## src/rtl/mem_stage_lsu_pkg.sv

```systemverilog
// lsu_pkg: shared definitions for the MEM-stage load/store unit.
//   - funct3 encodings for the RISC-V load/store access sizes
//   - FSM state encoding
//   - helper functions for load formatting, store lane placement,
//     byte-enable generation, misalignment and illegal funct3 detection
package lsu_pkg;

   localparam logic [2:0] F3_B  = 3'b000;
   localparam logic [2:0] F3_H  = 3'b001;
   localparam logic [2:0] F3_W  = 3'b010;
   localparam logic [2:0] F3_BU = 3'b100;
   localparam logic [2:0] F3_HU = 3'b101;

   typedef enum logic {
      IDLE     = 1'b0,
      WAIT_ACK = 1'b1
   } lsu_state_e;

   // Pick the addressed byte/halfword out of the read word and extend it.
   function automatic logic [31:0] load_format(input logic [31:0] rdata,
                                               input logic [1:0]  off,
                                               input logic [2:0]  f3);
      logic [31:0] b_sh;
      logic [31:0] h_sh;
      b_sh = rdata >> {off, 3'b000};
      h_sh = rdata >> {off[1], 4'b0000};
      case (f3)
         F3_B:    return {{24{b_sh[7]}}, b_sh[7:0]};
         F3_H:    return {{16{h_sh[15]}}, h_sh[15:0]};
         F3_BU:   return {24'h0, b_sh[7:0]};
         F3_HU:   return {16'h0, h_sh[15:0]};
         default: return rdata;
      endcase
   endfunction

   function automatic logic [3:0] store_be(input logic [1:0] off,
                                           input logic [2:0] f3);
      case (f3)
         F3_B:    return 4'b0001 << off;
         F3_H:    return off[1] ? 4'b1100 : 4'b0011;
         default: return 4'b1111;
      endcase
   endfunction

   // Replicate the store data across every lane so the byte enables alone
   // select where it lands in memory.
   function automatic logic [31:0] store_lane(input logic [31:0] data,
                                              input logic [2:0]  f3);
      case (f3)
         F3_B:    return {4{data[7:0]}};
         F3_H:    return {2{data[15:0]}};
         default: return data;
      endcase
   endfunction

   function automatic logic misaligned(input logic [1:0] off,
                                       input logic [2:0] f3);
      case (f3)
         F3_H, F3_HU: return off[0];
         F3_W:        return off != 2'b00;
         default:     return 1'b0;
      endcase
   endfunction

   function automatic logic illegal_f3(input logic       is_load,
                                       input logic [2:0] f3);
      if (is_load)
         return !(f3 inside {F3_B, F3_H, F3_W, F3_BU, F3_HU});
      else
         return !(f3 inside {F3_B, F3_H, F3_W});
   endfunction

endpackage

```

## src/rtl/mem_stage_lsu_if.sv

```systemverilog
// mem_stage_lsu_if: req/ack data-memory bus between the LSU and memory.
//   dmem_req   request, held until ack
//   dmem_we    1 = store
//   dmem_addr  word-aligned address
//   dmem_wdata lane-replicated store data
//   dmem_be    byte enables
//   dmem_rdata read data, valid with ack
//   dmem_ack   one-cycle completion pulse
interface mem_stage_lsu_if;
   logic        dmem_req;
   logic        dmem_we;
   logic [31:0] dmem_addr;
   logic [31:0] dmem_wdata;
   logic [3:0]  dmem_be;
   logic [31:0] dmem_rdata;
   logic        dmem_ack;

   modport master (
      output dmem_req, dmem_we, dmem_addr, dmem_wdata, dmem_be,
      input  dmem_rdata, dmem_ack
   );

   modport slave (
      input  dmem_req, dmem_we, dmem_addr, dmem_wdata, dmem_be,
      output dmem_rdata, dmem_ack
   );
endinterface

```

## src/rtl/mem_stage_lsu_timeout_ctr.sv

```systemverilog
// lsu_timeout_ctr: counts cycles spent waiting for a bus ack.
//   clk, reset  clock and synchronous active-high reset
//   en          high while the LSU is waiting for an ack
//   expire      high in the last allowed waiting cycle
module lsu_timeout_ctr #(
   parameter int TIMEOUT_CYCLES = 16,
   parameter int CNT_W          = 8
) (
   input  logic clk,
   input  logic reset,
   input  logic en,
   output logic expire
);

   logic [CNT_W-1:0] cnt_q;
   logic [CNT_W-1:0] cnt_d;

   // The counter clears whenever the LSU is not waiting, so every new
   // transaction starts counting from zero.
   always_comb begin
      cnt_d  = en ? cnt_q + 1'b1 : '0;
      expire = en && (cnt_q == CNT_W'(TIMEOUT_CYCLES - 1));
   end

   always_ff @(posedge clk) begin
      if (reset) cnt_q <= '0;
      else       cnt_q <= cnt_d;
   end

endmodule

```

## src/rtl/mem_stage_lsu.sv

```systemverilog
// mem_stage_lsu: RISC-V MEM pipeline stage with a req/ack data-memory bus.
//   clk, reset            clock and synchronous active-high reset
//   ex_*                  instruction and operands from the EX/MEM register
//   dmem (master)         data-memory bus
//   mem_stall             freezes the upstream stages while a transaction waits
//   mem_*_mem, mem_inst   write-back triple and instruction for MEM/WB
//   mem_fault             pulse on misaligned access or illegal funct3
//   mem_bus_err           pulse when a transaction times out
module mem_stage_lsu
   import lsu_pkg::*;
#(
   parameter int TIMEOUT_CYCLES = 16,
   parameter int CNT_W          = 8
) (
   input  logic                   clk,
   input  logic                   reset,
   input  logic                   ex_valid,
   input  logic [31:0]            ex_inst,
   input  logic [31:0]            ex_alu_result,
   input  logic [31:0]            ex_store_data,
   input  logic [4:0]             ex_rd_addr,
   input  logic                   ex_rd_we,
   input  logic                   ex_mem_read,
   input  logic                   ex_mem_write,
   input  logic [2:0]             ex_funct3,
   mem_stage_lsu_if.master        dmem,
   output logic                   mem_stall,
   output logic [31:0]            mem_data_mem,
   output logic [4:0]             mem_addr_mem,
   output logic                   mem_we_mem,
   output logic [31:0]            mem_inst,
   output logic                   mem_fault,
   output logic                   mem_bus_err
);

   lsu_state_e  state_q, state_d;
   logic [31:0] addr_q, addr_d;
   logic        we_q, we_d;
   logic [3:0]  be_q, be_d;
   logic [31:0] wdata_q, wdata_d;
   logic [2:0]  f3_q, f3_d;
   logic [4:0]  rd_q, rd_d;
   logic        rd_we_q, rd_we_d;
   logic [31:0] inst_q, inst_d;

   logic        expire;
   logic        mem_op;
   logic        fault;
   logic        req_o;
   logic        bus_we_o;
   logic [31:0] bus_addr_o;
   logic [31:0] bus_wdata_o;
   logic [3:0]  bus_be_o;

   lsu_timeout_ctr #(
      .TIMEOUT_CYCLES (TIMEOUT_CYCLES),
      .CNT_W          (CNT_W)
   ) u_timeout (
      .clk    (clk),
      .reset  (reset),
      .en     (state_q == WAIT_ACK),
      .expire (expire)
   );

   // Read and write together is not a real instruction, so it is reported
   // as a fault rather than guessing which one was meant.
   always_comb begin
      mem_op = ex_valid & (ex_mem_read | ex_mem_write);
      fault  = mem_op & ((ex_mem_read & ex_mem_write)
                         | illegal_f3(ex_mem_read, ex_funct3)
                         | misaligned(ex_alu_result[1:0], ex_funct3));
   end

   // Next-state, capture and output logic. Bus outputs come only from the
   // capture registers so they stay stable for the whole wait. Reset masks
   // every output at the end so nothing leaks while it is held.
   always_comb begin
      state_d      = state_q;
      addr_d       = addr_q;
      we_d         = we_q;
      be_d         = be_q;
      wdata_d      = wdata_q;
      f3_d         = f3_q;
      rd_d         = rd_q;
      rd_we_d      = rd_we_q;
      inst_d       = inst_q;
      req_o        = 1'b0;
      bus_we_o     = 1'b0;
      bus_addr_o   = '0;
      bus_wdata_o  = '0;
      bus_be_o     = '0;
      mem_stall    = 1'b0;
      mem_data_mem = '0;
      mem_addr_mem = '0;
      mem_we_mem   = 1'b0;
      mem_inst     = '0;
      mem_fault    = 1'b0;
      mem_bus_err  = 1'b0;

      case (state_q)
         IDLE: begin
            mem_addr_mem = ex_rd_addr;
            mem_inst     = ex_inst;
            if (!mem_op) begin
               mem_data_mem = ex_alu_result;
               mem_we_mem   = ex_rd_we & ex_valid;
            end else if (fault) begin
               mem_fault = 1'b1;
            end else begin
               mem_stall = 1'b1;
               addr_d    = ex_alu_result;
               we_d      = ex_mem_write;
               be_d      = ex_mem_write ? store_be(ex_alu_result[1:0], ex_funct3) : 4'b1111;
               wdata_d   = ex_mem_write ? store_lane(ex_store_data, ex_funct3) : '0;
               f3_d      = ex_funct3;
               rd_d      = ex_rd_addr;
               rd_we_d   = ex_rd_we;
               inst_d    = ex_inst;
               state_d   = WAIT_ACK;
            end
         end

         WAIT_ACK: begin
            req_o        = 1'b1;
            bus_we_o     = we_q;
            bus_addr_o   = {addr_q[31:2], 2'b00};
            bus_wdata_o  = wdata_q;
            bus_be_o     = be_q;
            mem_addr_mem = rd_q;
            mem_inst     = inst_q;
            if (dmem.dmem_ack) begin
               mem_data_mem = we_q ? '0 : load_format(dmem.dmem_rdata, addr_q[1:0], f3_q);
               mem_we_mem   = rd_we_q & ~we_q;
               state_d      = IDLE;
            end else if (expire) begin
               mem_bus_err = 1'b1;
               state_d     = IDLE;
            end else begin
               mem_stall = 1'b1;
            end
         end

         default: state_d = IDLE;
      endcase

      if (reset) begin
         req_o        = 1'b0;
         bus_we_o     = 1'b0;
         bus_addr_o   = '0;
         bus_wdata_o  = '0;
         bus_be_o     = '0;
         mem_stall    = 1'b0;
         mem_data_mem = '0;
         mem_addr_mem = '0;
         mem_we_mem   = 1'b0;
         mem_inst     = '0;
         mem_fault    = 1'b0;
         mem_bus_err  = 1'b0;
      end
   end

   assign dmem.dmem_req   = req_o;
   assign dmem.dmem_we    = bus_we_o;
   assign dmem.dmem_addr  = bus_addr_o;
   assign dmem.dmem_wdata = bus_wdata_o;
   assign dmem.dmem_be    = bus_be_o;

   // State and capture registers.
   always_ff @(posedge clk) begin
      if (reset) begin
         state_q <= IDLE;
         addr_q  <= '0;
         we_q    <= 1'b0;
         be_q    <= '0;
         wdata_q <= '0;
         f3_q    <= '0;
         rd_q    <= '0;
         rd_we_q <= 1'b0;
         inst_q  <= '0;
      end else begin
         state_q <= state_d;
         addr_q  <= addr_d;
         we_q    <= we_d;
         be_q    <= be_d;
         wdata_q <= wdata_d;
         f3_q    <= f3_d;
         rd_q    <= rd_d;
         rd_we_q <= rd_we_d;
         inst_q  <= inst_d;
      end
   end

endmodule

```

## src/flat_wrapper.sv

```systemverilog
// flat-port wrapper written by rule: the top's interface ports become plain ports
module mem_stage_lsu_flat import lsu_pkg::*;
#(
   parameter int TIMEOUT_CYCLES = 16,
   parameter int CNT_W          = 8
)
  (clk, reset, ex_valid, ex_inst, ex_alu_result, ex_store_data, ex_rd_addr, ex_rd_we, ex_mem_read, ex_mem_write, ex_funct3, mem_stall, mem_data_mem, mem_addr_mem, mem_we_mem, mem_inst, mem_fault, mem_bus_err, dmem_dmem_req, dmem_dmem_we, dmem_dmem_addr, dmem_dmem_wdata, dmem_dmem_be, dmem_dmem_rdata, dmem_dmem_ack);
  mem_stage_lsu_if dmem_i ();
  input  logic clk;
  input  logic reset;
  input  logic ex_valid;
  input  logic [31:0] ex_inst;
  input  logic [31:0] ex_alu_result;
  input  logic [31:0] ex_store_data;
  input  logic [4:0] ex_rd_addr;
  input  logic ex_rd_we;
  input  logic ex_mem_read;
  input  logic ex_mem_write;
  input  logic [2:0] ex_funct3;
  output logic mem_stall;
  output logic [31:0] mem_data_mem;
  output logic [4:0] mem_addr_mem;
  output logic mem_we_mem;
  output logic [31:0] mem_inst;
  output logic mem_fault;
  output logic mem_bus_err;
  output wire logic [$bits(dmem_i.dmem_req)-1:0] dmem_dmem_req;
  output wire logic [$bits(dmem_i.dmem_we)-1:0] dmem_dmem_we;
  output wire logic [$bits(dmem_i.dmem_addr)-1:0] dmem_dmem_addr;
  output wire logic [$bits(dmem_i.dmem_wdata)-1:0] dmem_dmem_wdata;
  output wire logic [$bits(dmem_i.dmem_be)-1:0] dmem_dmem_be;
  input wire logic [$bits(dmem_i.dmem_rdata)-1:0] dmem_dmem_rdata;
  input wire logic [$bits(dmem_i.dmem_ack)-1:0] dmem_dmem_ack;
  assign dmem_dmem_req = dmem_i.dmem_req;
  assign dmem_dmem_we = dmem_i.dmem_we;
  assign dmem_dmem_addr = dmem_i.dmem_addr;
  assign dmem_dmem_wdata = dmem_i.dmem_wdata;
  assign dmem_dmem_be = dmem_i.dmem_be;
  assign dmem_i.dmem_rdata = dmem_dmem_rdata;
  assign dmem_i.dmem_ack = dmem_dmem_ack;
  mem_stage_lsu #(.TIMEOUT_CYCLES(TIMEOUT_CYCLES), .CNT_W(CNT_W)) u_core (.clk(clk), .reset(reset), .ex_valid(ex_valid), .ex_inst(ex_inst), .ex_alu_result(ex_alu_result), .ex_store_data(ex_store_data), .ex_rd_addr(ex_rd_addr), .ex_rd_we(ex_rd_we), .ex_mem_read(ex_mem_read), .ex_mem_write(ex_mem_write), .ex_funct3(ex_funct3), .dmem(dmem_i), .mem_stall(mem_stall), .mem_data_mem(mem_data_mem), .mem_addr_mem(mem_addr_mem), .mem_we_mem(mem_we_mem), .mem_inst(mem_inst), .mem_fault(mem_fault), .mem_bus_err(mem_bus_err));
endmodule
```

## config.mk

```make
export PLATFORM = sky130hd
export DESIGN_NAME = mem_stage_lsu_flat
export DESIGN_NICKNAME = d
export VERILOG_FILES = /design/src/rtl/mem_stage_lsu_pkg.sv /design/src/rtl/mem_stage_lsu_if.sv /design/src/rtl/mem_stage_lsu_timeout_ctr.sv /design/src/rtl/mem_stage_lsu.sv /design/src/flat_wrapper.sv
export SDC_FILE = /design/constraint.sdc
export NUM_CORES = 1
export LEC_CHECK = 0
export ABC_AREA = 1
export CORE_UTILIZATION = 45
export CTS_CLUSTER_SIZE = 28
export DETAILED_ROUTE_END_ITERATION = 8
export DONT_BUFFER_PORTS = 1
export PLACE_DENSITY = 0.7
export RECOVER_POWER = 100
export SLEW_MARGIN = 15
export SYNTH_ARGS = -nofsm -noshare
export SYNTH_HDL_FRONTEND = slang
export SYNTH_SLANG_ARGS = --single-unit
```

## constraint.sdc

```tcl
create_clock -name clk -period 1.8 [get_ports clk]
set_clock_uncertainty 0.2 [all_clocks]
set_input_delay 0.27 -clock clk [delete_from_list [all_inputs] [get_ports clk]]
set_output_delay 0.27 -clock clk [all_outputs]
set_load 0.01 [all_outputs]
```

==> results of run 1 <==
-- routing by layer --
layer / share of wire, % / routed length, um / GRT usage [%] / vias up
met1: 36 / 11400 / 40.9 / 4189
met4: 6.1 / 1930 / 21.4 / 0
li1: - / - / - / 4149
met5: 0 / 0 / 0 / -
met2: 48 / 15100 / 61.1 / 690
met3: 10 / 3220 / 10.5 / 179
-- stage by stage --
stage,util [%],std cells,hold WS (ps),power (mW),TNS [ps]
2_1_floorplan,-,1177,218,3.56,-16.0
3_3_place_gp,51.8,1382,152,3.87,-1320
3_5_place_dp,51.8,1382,152,3.89,-1600
4_1_cts,72.6,1553,0.0467,8.07,-31960
5_1_grt,76.6,1567,33.8,8.54,-55570
6_report,76.7,1568,17.7,8.31,-43270
-- flip-flops by register name, summed over array words and instances, names as in the netlist --
name	flops
u_core.addr_q	32
u_core.be_q	4
u_core.f3_q	3
u_core.inst_q	32
u_core.rd_q	5
u_core.rd_we_q	1
u_core.state_q	1
u_core.u_timeout.cnt_q	8
u_core.wdata_q	32
u_core.we_q	1
-- kinds of logic after synthesis --
group	Yosys count
simple gates	489
compound gates	321
buf+inv	245
flops	119
fa+ha+maj	1
other cells	1
-- power groups by stage --
stage | clock network (mW) | logic [mW] | registers, mW
floorplan | 0 | 0.754 | 2.81
global placement | 0 | 1.06 | 2.81
detailed placement | 0 | 1.07 | 2.81
CTS | 3.71 | 1.60 | 2.76
global route | 3.84 | 1.93 | 2.77
finish | 3.73 | 1.82 | 2.77
-- worst max-delay path, stage by stage, from the launching register on --
cell and delay (ps):
dfxtp_4 400, inv_8 60, nand2_4 70, nand3_4 80
nand2_4 90, nand2_4 90, nand2_4 100, buf_12 150
nand2_2 80, a21oi_2 220
-- worst paths after layout --
kind                          from                to  depth (start not counted)
hold reg to reg   u_core.inst_q[7]  u_core.inst_q[7]                          2
hold / removal               reset       u_core.we_q                          3
setup reg to reg    u_core.state_q    u_core.be_q[1]                         11
setup / recovery  u_core.addr_q[1]  mem_data_mem[30]                          9
-- placed cells by master, fill, tap and decap left out, types with 2 or more instances in the layout --
cell | Yosys | routed
a21oi_1 | 160 | 108
a21oi_2 | 0 | 40
a21oi_4 | 0 | 12
buf_12 | 0 | 21
buf_16 | 0 | 4
buf_4 | 6 | 92
buf_6 | 0 | 24
buf_8 | 0 | 5
bufbuf_16 | 0 | 2
bufinv_16 | 0 | 3
clkbuf_16 | 0 | 22
clkinv_4 | 0 | 2
conb_1 | 1 | 2
dfxtp_1 | 119 | 114
dfxtp_2 | 0 | 3
dfxtp_4 | 0 | 2
dlygate4sd3_1 | 0 | 102
inv_1 | 153 | 143
inv_2 | 5 | 11
inv_6 | 0 | 6
inv_8 | 0 | 5
nand2_1 | 249 | 203
nand2_2 | 3 | 21
nand2_4 | 0 | 29
nand3_1 | 43 | 37
nand3_2 | 1 | 4
nand3_4 | 0 | 3
nand4_1 | 18 | 18
nor2_1 | 167 | 78
nor2_2 | 2 | 30
nor2_4 | 1 | 62
nor3_2 | 0 | 3
o211ai_1 | 7 | 7
o21ai_0 | 138 | 72
o21ai_1 | 15 | 48
o21ai_2 | 0 | 32
-- layout make-up --
class | instances | share of cell area, %
repair buffers | 255 | 23.8
inverters | 158 | 5.35
clock buffers | 18 | 3.88
flip-flops and latches | 119 | 20.6
well taps | 188 | 2.03
diodes | 1 | 0.0216
clock inverters | 14 | 1.61
multi-input cells | 815 | 42.8
-- timing repair --
action | in CTS | in global routing
hold buffers | 104 | 0
setup endpoints to repair | 130 | 163
buffers inserted | 26 | 14
hold endpoints to repair | 115 | 0
cloned | 9 | 6
pin swaps | 57 | 48
resized for setup | 339 | 135
==> impl_results.md, run 1 <==
- Layout cell share with drive strength beyond 1: 32.3%
- Root Buffer: clkbuf_16
- Clock Tree Buf Depth: 2
- Maximum vdd drop: around 0.71 mV
- Fillers: 926
- Final instance area: 11,600 um^2
- PwrDens: 716 nW/um^2
- Synth Area in Compound Gates: a little under a quarter
- # clock sinks: roughly 120
- Logic pwr share: 21.9%
- Part of the power in registers: 33.3%
- Netlist Area Pre-Place: 6970 um^2
- Worst-path fanout max: 8
- Register area: 2390 um^2
- Max-cap check violation count: 0
- Violated checks: setup timing
- Vias: just over 9k
- Syn-to-layout area delta: 66.6%
- H-tree levels: 4
- Starting Density: between 40% and 50%
- Post-Synth Adder-Cell Area: 0.180%
- # port buffers: 0
- Post-synth cell types: 25
- Seq/Total Area, Yosys: between 30 and 40%
- Critical path class: reg -> out
- Sw Ratio: 30.2%
- Async SR Flop Fraction: 0%
- Post-route setup slack: -438 ps
- Post-synth top cells: nand2_1 (249), nor2_1 (167), a21oi_1 (160), inv_1 (153), o21ai_0 (138)
- Wire per inst: 20.2 um
- CP arrival: 1770 ps
- Final period demand of the worst path: 2240 ps
- Post-synthesis mux area share: 0%
- Worst setup EP type: output pin
- Avg Inst Size Synth: 5.92 um^2
- Congestion Overflow GR: 0
- Worst skew pair latency: 420 ps
- DR iter-0 viols: 942
- DP Worst Slack: -106 ps
- Dpl hpwl: 16.9 mm
- Final setup fails: 180
- Routed WL: 31.7 mm
- R2r setup slk: -190 ps
- Gr usage total: 36.3%
- Via/cell ratio: slightly below 6
- Largest area contributor in the netlist: dfxtp_1
- Core box area: 15,100 um^2
- Final cycle utilization of the critical path: 124%
- Synth Instances: 1,176
- Startpoint Class: flip-flop
- RSZ-0062 raised after global routing: true
- Main area contributors after synthesis: dfxtp_1 (34%), nand2_1 (13%), a21oi_1 (11%), o21ai_0 (9.9%), nor2_1 (9.0%)
- Post-Synth XOR/XNOR Area: 0%
- DR pass1 iterations: 6
- Worst endpoint required time: 1330 ps
- Largest net degree at the start of global routing: 76
- CTS tree: done
- Total CTS buffers: 17
- Slew margin rel.: 47.4%
- Worst hold path class: in -> reg
- Number of enable flip-flop cells after synthesis: 0
- Fin. Hold Viols: 0
- Worst-Margin Slew: roughly 800 ps
- Largest family of logic cells by synthesized area: simple AND/OR/NAND/NOR gates
- Seq cells post-synth: 119
- Clock power frac: 44.8%
- Yosys warning count: 0
- Die Ht: 126 um
- Fmax: between 400 and 500 MHz
- Simple-gate share of the synthesized area: 28.3%
- CTS clk-pin slew, worst paths: 60 ps
- Max Slew Vio Count: 0
- Sw Pwr: 2.51 mW
- Area of the multi-input gates: 4960 um^2
- LEAKAGE: roughly 5 nW
- Die W: 126 um
- Initial antenna violation count: 0
- Number of cell rows: 45
- GPL Wtd Cong: 0.948
- Post-place instance area: a little under 8000 um^2
- Ports: 286
- First-pass GRT wire length: 45.3 mm
- # DRC: 0
- Prevailing post-synth register cell: dfxtp_1
- Vias in the first global route: 8,478
- Status: finished with violations
- Final #Nets: 1,510
- Die area: 16,000 um^2
- P_int: 5.80 mW
- Most frequent cell after synthesis: nand2_1
- Yosys top cell area share: around 34%
- Post-route ant nets: 0
(Power assumes the default switching activity.)
==> run 2: changes to the inputs <==
--- a/config.mk
+++ b/config.mk
@@ -5,7 +5,6 @@
 export SDC_FILE = /design/constraint.sdc
 export NUM_CORES = 1
 export LEC_CHECK = 0
-export ABC_AREA = 1
 export CORE_UTILIZATION = 45
 export CTS_CLUSTER_SIZE = 28
 export DETAILED_ROUTE_END_ITERATION = 8
==> impl_results.md, run 2 <==
- Status: finished with violations
- Violated checks: hold timing, setup timing
- Fmax: 429 MHz
- Total CTS buffers: 17
- Congestion Overflow GR: 0
- Fin. Hold Viols: 93
- Layout cell share with drive strength beyond 1: 38.5%
- Wire per inst: 24.8 um
- Via/cell ratio: 6.52
- Syn-to-layout area delta: 43.2%
- Die area: 16,400 um^2
- Netlist Area Pre-Place: just over 7000 um^2
- Prevailing post-synth register cell: dfxtp_1
- Avg Inst Size Synth: 7.86 um^2
- Largest area contributor in the netlist: dfxtp_1
- Final period demand of the worst path: 2330 ps
- CP arrival: 1860 ps
- CTS clk-pin slew, worst paths: approximately 60 ps
- GPL Wtd Cong: 0.867
- Number of enable flip-flop cells after synthesis: 0
- # DRC: 0
- Post-route ant nets: 0
- DP Worst Slack: -132 ps
- Initial antenna violation count: 0
- Endpoint, Worst Hold: u_core.addr_q[26]
- Final setup fails: 142
- Seq/Total Area, Yosys: about a third
- Clock Tree Buf Depth: 2
- Post-place instance area: around 7600 um^2
- Startpoint Class: flip-flop
- Post-synth top cells: dfxtp_1 (119), a21oi_1 (109), o21ai_0 (99), nand3_1 (75), and2_1 (72)
- Worst-path fanout max: 16
- Async SR Flop Fraction: 0%
- Vias: 7,579
- Die Ht: 128 um
- Biggest registers after layout: u_core.addr_q x32, u_core.inst_q x32, u_core.wdata_q x32
- Slowest CP cell: dfxtp_4
- Seq cells post-synth: 119
- CTS tree: done
- # port buffers: 0
- Post-synth cell types: 56
- Max Slew Vio Count: 0
- Ports: 286
- Maximum vdd drop: 0.714 mV
- Worst hold slack: -269 ps
- Peak per-stage delay on the critical path: between 400 and 500 ps
- PwrDens: 730 nW/um^2
- CP delay by family, top: flip-flops
- Final instance area: 10,200 um^2
- LEAKAGE: 3.46 nW
- Routed WL: 28.8 mm
- DR iter-0 viols: 945
- Diodes inserted: 0
- Reg-to-reg critical path endpoint: u_core.addr_q[15]
- Synth Instances: 909
- # clock sinks: 119
- FF-to-FF path depth: 8
- Gr usage total: 31.5%
- Critical path class: reg -> out
- Most frequent cells in the layout: dfxtp_1 (115), a21oi_1 (100), o21ai_0 (78)
- Final cycle utilization of the critical path: 130%
- Die W: between 100 and 150 um
- R2R Path Start: u_core.state_q
- Worst skew pair latency: between 400 and 500 ps
- Vias in the first global route: ~6.8k
- Crit-path cells: mux2i_2, nor3_1, o31ai_4, buf_12, o21ai_1
- Most frequent cell after synthesis: dfxtp_1
- Final #Nets: around 1.1k
- Main area contributors after synthesis: dfxtp_1 (33%), mux2i_1 (8.7%), a21oi_1 (7.6%), o21ai_0 (6.9%), and2_1 (6.3%)
- First-pass GRT wire length: 39.3 mm
- Yosys warning count: 0
- Max-cap check violation count: 0
- Yosys top cell area share: 33.4%
- Starting Density: 46.5%
- R2r setup slk: -20 ps
- Number of cell rows: 45
- Dpl hpwl: roughly 15 mm
- Commonest non-fill, non-tap cell in the layout: dfxtp_1
- Post-route setup slack: -531 ps
- Root Buffer: clkbuf_16
- Worst endpoint required time: about 1300 ps
- Worst setup EP type: output pin
- Core box area: ~15,000 um^2
- Hold Path Depth: 1
- Hold_sp: reset
- RSZ-0062 raised after global routing: true
- Largest net degree at the start of global routing: 135
- Cts-stage hold buffer count: 20
- DR pass1 iterations: 6
- Worst hold path class: in -> reg
- H-tree levels: 4
- Buf/Inv on CP: 1
==> run 2: stage by stage <==
step	power (mW)	util [%]	cells	setup TNS (ps)
after floorplan	3.56	-	910	-581
after global placement	3.72	49.7	1070	-1550
after detailed placement	3.73	49.7	1070	-2200
after CTS	7.28	62.8	1153	-34610
after global routing	7.69	66.5	1162	-41520
final	7.46	66.5	1162	-34400
==> run 2: logic make-up (layout without fill, tap and decap cells) <==
| family | after synthesis | after routing | synth area share (%) |
|---|---|---|---|
| compound gates | 280 | 280 | 22.1 |
| xor+xnor | 6 | 6 | 0.736 |
| fa+ha+maj | 2 | 2 | 0.333 |
| buf+inv | 101 | 141 | 6.88 |
| flops | 119 | 119 | 33.4 |
| mux | 79 | 79 | 11.4 |
| other cells | 1 | 2 | 0.0525 |
| simple gates | 321 | 322 | 25.1 |
==> run 2: metal layers <==
layer	up-vias	track usage [%]	wire, um
li1	3316	-	-
met1	3580	38.3	10600
met2	574	51.1	13800
met3	109	8.56	3200
met4	0	15.8	1280
met5	-	0	0
==> run 2: timing repair <==
item / 4_1_cts / 5_1_grt
setup endpoints to repair: 158 / 168
buffers inserted: 14 / 9
gates resized for setup: 196 / 103
cloned: 22 / 5
pin swaps: 82 / 54
endpoints found under the hold margin: 104 / 93
==> run 2: where the power goes <==
group | total [mW] | internal (mW) | switching [mW]
logic | 1.38 | 0.615 | 0.763
clock network | 3.33 | 2.09 | 1.24
registers | 2.76 | 2.71 | 0.0518
==> run 2: worst max-delay path by stage <==
| stage | depth (start not counted) | from | slack, ps | to |
|---|---|---|---|---|
| 3_3_place_gp | 5 | u_core.addr_q[1] | -90 | mem_data_mem[19] |
| 3_5_place_dp | 5 | u_core.addr_q[1] | -130 | mem_data_mem[19] |
| 6_report | 5 | u_core.addr_q[1] | -530 | mem_data_mem[19] |
| 2_1_floorplan | 5 | u_core.addr_q[1] | -60 | mem_data_mem[15] |
| 4_1_cts | 4 | u_core.u_timeout.cnt_q[4] | -490 | mem_stall |
| 5_1_grt | 5 | u_core.addr_q[1] | -550 | mem_data_mem[31] |
==> run 2: layout make-up <==
type | count | area, um^2
Multi-Input combinational cell | 691 | 5280
Fill cell | 1140 | 5140
Sequential cell | 119 | 2400
Timing Repair Buffer | 104 | 1640
Clock buffer | 22 | 464
Tap cell | 211 | 264
Clock inverter | 8 | 98.8
Inverter | 5 | 50.0
Timing Repair inverter | 2 | 32.5
